<file path="src/rtl/shmult_pkg.sv">
// Shared definitions for the shift-add multiplier: state encoding, default
// operand width and the step-counter width helper.
package shmult_pkg;

    typedef enum logic [1:0] {
        IDLE = 2'd0,
        RUN  = 2'd1,
        DONE = 2'd2
    } state_t;

    localparam int DEFAULT_WIDTH = 4;

    // Counter must be able to represent WIDTH itself, hence WIDTH+1.
    function automatic int cnt_width(input int w);
        return $clog2(w + 1);
    endfunction

    localparam int DEFAULT_CNT_W = $clog2(DEFAULT_WIDTH + 1);

endpackage

</file>
<file path="src/rtl/shmult_add_cell.sv">
// WIDTH-bit combinational ripple-carry adder producing sum and carry out.
module shmult_add_cell #(
    parameter int WIDTH = 4
) (
    input  logic [WIDTH-1:0] a,
    input  logic [WIDTH-1:0] b,
    output logic [WIDTH-1:0] sum,
    output logic             cout
);

    logic c;

    always_comb begin
        c   = 1'b0;
        sum = '0;
        for (int i = 0; i < WIDTH; i++) begin
            sum[i] = a[i] ^ b[i] ^ c;
            c      = (a[i] & b[i]) | (c & (a[i] ^ b[i]));
        end
        cout = c;
    end

endmodule

</file>
<file path="src/rtl/shift_add_multiplier.sv">
// Sequential unsigned shift-add multiplier, one partial product per RUN cycle.
// Optional macro SHMULT_ZERO_SKIP_EN: zero operands finish straight to DONE.
module shift_add_multiplier
    import shmult_pkg::*;
#(
    parameter int WIDTH = DEFAULT_WIDTH
) (
    input  logic               shclk,
    input  logic               shrst_n,
    input  logic               shstart,
    input  logic [WIDTH-1:0]   sha,
    input  logic [WIDTH-1:0]   shb,
    output logic               shready,
    output logic               shbusy,
    output logic               shdone,
    output logic [2*WIDTH-1:0] shproduct,
    output state_t             shstate
);

    // Handshake: a multiply is accepted on a rising edge where shstart and
    // shready are both high; shdone is a single-cycle result-valid strobe.
    localparam int CNT_W = cnt_width(WIDTH);

    state_t             state;
    logic [WIDTH-1:0]   mcand;
    logic [2*WIDTH-1:0] acc;
    logic [CNT_W-1:0]   cnt;

    logic [WIDTH-1:0]   addend;
    logic [WIDTH-1:0]   sum;
    logic               carry;
    logic [2*WIDTH-1:0] next_acc;
    logic               last_step;

    assign addend    = acc[0] ? mcand : '0;
    assign next_acc  = {carry, sum, acc[WIDTH-1:1]};
    assign last_step = (cnt == CNT_W'(WIDTH - 1));
    assign shstate   = state;

    shmult_add_cell #(.WIDTH(WIDTH)) u_add (
        .a    (acc[2*WIDTH-1:WIDTH]),
        .b    (addend),
        .sum  (sum),
        .cout (carry)
    );

    always_ff @(posedge shclk or negedge shrst_n) begin
        if (!shrst_n) begin
            state     <= IDLE;
            mcand     <= '0;
            acc       <= '0;
            cnt       <= '0;
            shproduct <= '0;
            shready   <= 1'b1;
            shbusy    <= 1'b0;
            shdone    <= 1'b0;
        end else begin
            case (state)
                IDLE: begin
                    if (shstart) begin
                        mcand <= sha;
                        acc   <= {{WIDTH{1'b0}}, shb};
                        cnt   <= '0;
`ifdef SHMULT_ZERO_SKIP_EN
                        if (sha == '0 || shb == '0) begin
                            state     <= DONE;
                            shproduct <= '0;
                            shready   <= 1'b0;
                            shdone    <= 1'b1;
                        end else begin
                            state   <= RUN;
                            shready <= 1'b0;
                            shbusy  <= 1'b1;
                        end
`else
                        state   <= RUN;
                        shready <= 1'b0;
                        shbusy  <= 1'b1;
`endif
                    end
                end
                RUN: begin
                    acc <= next_acc;
                    cnt <= cnt + CNT_W'(1);
                    if (last_step) begin
                        state     <= DONE;
                        shproduct <= next_acc;
                        shbusy    <= 1'b0;
                        shdone    <= 1'b1;
                    end
                end
                DONE: begin
                    state   <= IDLE;
                    shdone  <= 1'b0;
                    shready <= 1'b1;
                end
                default: begin
                    state   <= IDLE;
                    shready <= 1'b1;
                    shbusy  <= 1'b0;
                    shdone  <= 1'b0;
                end
            endcase
        end
    end

endmodule

</file>
<file path="config.mk">
export PLATFORM = sky130hd
export DESIGN_NAME = shift_add_multiplier
export DESIGN_NICKNAME = d
export VERILOG_FILES = /design/src/rtl/shmult_pkg.sv /design/src/rtl/shmult_add_cell.sv /design/src/rtl/shift_add_multiplier.sv
export SDC_FILE = /design/constraint.sdc
export NUM_CORES = 1
export LEC_CHECK = 0
export CORE_MARGIN = 4
export CORE_UTILIZATION = 50
export CTS_BUF_LIST = sky130_fd_sc_hd__clkbuf_2
export DETAILED_ROUTE_END_ITERATION = 8
export GPL_TIMING_DRIVEN = 0
export PLACE_DENSITY = 0.87
export SYNTH_ARGS = -nofsm -noshare
export SYNTH_HDL_FRONTEND = slang
export SYNTH_SLANG_ARGS = --single-unit
</file>
<file path="constraint.sdc">
create_clock -name shclk -period 2.98 [get_ports shclk]
set_input_delay 0.596 -clock shclk [delete_from_list [all_inputs] [get_ports shclk]]
set_output_delay 0.596 -clock shclk [all_outputs]
set_load 0.02 [all_outputs]
</file>
==> impl_metrics.yaml <==
status:
  outcome: "finished clean"
clocking:
  worst_path_clk_slew_ns: 0.24
  tritoncts.num_buffers: 3
  tritoncts: "yes"
  clock_sinks: 28
  htreeDepth: 1
  clock_insertion_delay_at_the_later_pin_of_the_skew_report_ns: 0.36
  ctsHoldBuffers: 0
  cts_root_buffer: "clkbuf_2"
  postCtsResizedCells: 0
  postCtsSetupBuffers: 0
  max-clock-path-buffers: 2
cells_and_area:
  final_util_pct: 66.3
  multi_input_comb_area_sq_um: 474
  regArea_sq_um: 702
  nFillCells: 193
  insertedDiodeCount: 0
  areaGrowthSynthToFinish_pct: 21.9
  layout-drive-gt1-share_pct: 16.9
  num-nets-final: 148
critical_path:
  end_kind: "flip-flop"
  crit_family: "adder cells"
  regToRegStartpoint: "acc[0]$_DFFE_PN0P_"
  worstReg2RegEnd: "shproduct[6]$_DFFE_PN0P_"
  most_common_cell_type_on_the_critical_path: "fa_1"
  required_ns: 3.28
  crit_fanout: 5
  path_buf_inv: 1
  cp_data_arrival_time_ns: 2.64
  r2r.worst_path.cells: 7
  critPathLaunchType: "flip-flop"
  r2r_setup_slack_ns: 0.64
  crit_type: "flip-flop to flip-flop"
  critical_path.cell_chain: "and2_1 > ha_1 > inv_1 > fa_1 > fa_1 > fa_1 > o21ai_0"
  timing.critical_path.slowest_stage_cell: "dfrtp_1"
  timing.critical_path.slowest_cell_delay_ns: 0.48
drt:
  antenna_left: 0
  drcViolationCount: 0
  route.detailed.vias_per_inst: 5.42
  detailroute.via_count: 857
  drt-initial-drc-count: 19
  detail_route.first_pass.iterations: 4
  detailed_route_wire_length_um: 2490
  routedWlPerCell_um: 15.7
synth:
  post_synth.cell_area_avg_sq_um: 12.0
  yosysSeqAreaShare_pct: 56.2
  synth_largest_type_area_fraction_pct: 54.1
  synth_cell_types: 24
  synth.area.top_cells: "dfrtp_1 54%, mux2_2 6.3%, fa_1 4.8%"
  syn_nets: 121
  mappedNetlistArea_sq_mm: 0.00125
  syn-instance-count: 104
  yosys_register_bits: 28
  netlist.top_cell.by_area: "dfrtp_1"
  synth_warnings: 0
floorplan:
  floorplan_core_area_sq_mm: 0.00230
  effective_utilization_at_floorplan_pct: 54.4
  floorplan.die.width_um: 58.0
  die_area_sq_mm: 0.00336
  design.portCount: 24
  placement_rows: 17
  fp.dieH_um: 58.0
global_route:
  grt_first_pass_wirelength_um: 4230
  grt-ovfl-total: 0
  gr-usage-all-layers_pct: 16.9
  grt_antenna_before_repair: 0
  via_count_of_the_first_global_routing_pass: 872
  grt_start_max_net_pins: 29
timing:
  hold_violations: 0
  period_needed_ns: 2.34
  finalClockSkew_ns: 0.00782
  post-route-period-util_pct: 78.4
  slew_viol_final: 0
  rsz0062_at_grt: "no"
  fin_setup_tns_ns: 0
  setup_violations: 0
  maxClockFrequency_ghz: 0.428
  tightest_slew_ns: 1.18
  slew_headroom_pct: 20.9
placed_design:
  place.port_buffers: 22
  post-dp-hpwl_um: 1870
  place.gp.congestion: 0.766
hold_path:
  worst_hold_path.num_cells: 2
  start_point_of_the_worst_min_delay_path: "shready$_DFFE_PN1P_"
  hold-path-endpoint: "shready$_DFFE_PN1P_"
  worst_hold_path_type: "flip-flop to flip-flop"
power_and_ir_drop:
  pwr_density_cell_mw_per_mm2: 1120
  p_leak_nw: 0.674
  peakVddDrop_v: 0.000601
  post-layout-total-power_mw: 1.70
flow_run:
  maxCapViolCount: 0
-- synth_stat cells --
library cell	instances
ha_1	3
nor2_1	5
nand3b_4	1
dfstp_2	1
mux2_4	1
nand3b_1	2
nand2b_2	1
o21ai_0	7
buf_6	2
buf_2	1
a21oi_1	5
fa_1	3
and2_1	1
nand2b_1	2
dfrtp_1	27
nor2_2	1
o221a_2	2
inv_1	8
buf_4	2
o21bai_1	1
o22ai_1	8
mux2_2	7
nand2_1	12
a32o_1	1
-- logic make-up after synthesis --
group	share of synthesized area, %
fa+ha+maj	7.82
simple gates	10.6
mux	7.52
flops	56.2
buf+inv	5.81
compound gates	12.0
-- registers in the layout, summed over array words and instances (netlist names) --
signal / flops
acc: 8
shstate: 2
mcand: 4
shready: 1
shdone: 1
shproduct: 8
shbusy: 1
cnt: 3
-- worst register-to-register path: stages, from the launching register on --
cell     delay (ns)
dfrtp_1        0.48
and2_1         0.18
ha_1           0.15
inv_1          0.06
fa_1           0.38
fa_1           0.39
fa_1           0.46
o21ai_0        0.19
-- area by class of cell --
| cell class | instances | area share [%] |
|---|---|---|
| Clock buffer | 3 | 0.986 |
| Sequential cell | 28 | 46.1 |
| Clock inverter | 1 | 0.247 |
| Multi-Input combinational cell | 63 | 31.1 |
| Tap cell | 28 | 2.30 |
| Timing Repair Buffer | 22 | 14.5 |
| Buffer | 5 | 2.79 |
| Inverter | 8 | 1.97 |
-- metrics by stage --
stage / instance area [sq um] / hold slack (ns) / worst slack (ns) / std cells
floorplan: 1250 / 0.300 / 0.875 / 104
global placement: 1500 / 0.450 / 0.792 / 154
detailed placement: 1500 / 0.460 / 0.706 / 154
CTS: 1520 / 0.488 / 0.641 / 158
global route: 1520 / 0.515 / 0.556 / 158
finish: 1520 / 0.490 / 0.644 / 158
-- report_power, final --
part           total [mW]  internal [mW]  switching, mW
registers           0.676          0.566          0.109
logic               0.894          0.436          0.458
clock network       0.134         0.0291          0.105
-- worst max-delay path by stage --
stage | startpoint | endpoint | slack [ns] | cells past startpoint
6_report | acc[0]$_DFFE_PN0P_ | shproduct[6]$_DFFE_PN0P_ | 0.64 | 7
5_1_grt | acc[0]$_DFFE_PN0P_ | shproduct[6]$_DFFE_PN0P_ | 0.56 | 7
4_1_cts | acc[0]$_DFFE_PN0P_ | shproduct[6]$_DFFE_PN0P_ | 0.64 | 7
3_5_place_dp | acc[0]$_DFFE_PN0P_ | acc[6]$_DFFE_PN0P_ | 0.71 | 7
3_3_place_gp | acc[0]$_DFFE_PN0P_ | acc[6]$_DFFE_PN0P_ | 0.79 | 7
2_1_floorplan | acc[0]$_DFFE_PN0P_ | acc[6]$_DFFE_PN0P_ | 0.87 | 7
-- layout by cell type, fill, tap and decap left out --
| master | Yosys | final |
|---|---|---|
| o21bai_1 | 1 | 1 |
| buf_2 | 1 | 1 |
| buf_4 | 2 | 2 |
| nand3b_4 | 1 | 1 |
| buf_6 | 2 | 2 |
| o22ai_1 | 8 | 8 |
| fa_1 | 3 | 3 |
| a21oi_1 | 5 | 5 |
| nand2_1 | 12 | 12 |
| nor2_1 | 5 | 5 |
| clkbuf_2 | 0 | 3 |
| dfstp_2 | 1 | 1 |
| nor2_2 | 1 | 1 |
| mux2_2 | 7 | 7 |
| o21ai_0 | 7 | 7 |
| a32o_1 | 1 | 1 |
| nand2b_1 | 2 | 2 |
| o221a_2 | 2 | 2 |
| ha_1 | 3 | 3 |
| clkinv_1 | 0 | 1 |
| inv_1 | 8 | 8 |
| clkdlybuf4s50_1 | 0 | 22 |
| nand2b_2 | 1 | 1 |
| dfrtp_1 | 27 | 27 |
| and2_1 | 1 | 1 |
| mux2_4 | 1 | 1 |
| nand3b_1 | 2 | 2 |
-- per-layer routing --
metal	vias up	GRT usage [%]	share of wire, %
met5	-	0	0
met4	0	8.94	2.3
met3	5	1.78	3.3
met2	18	29.7	52
met1	428	20.2	43
li1	406	-	-
(Power assumes the default switching activity.)
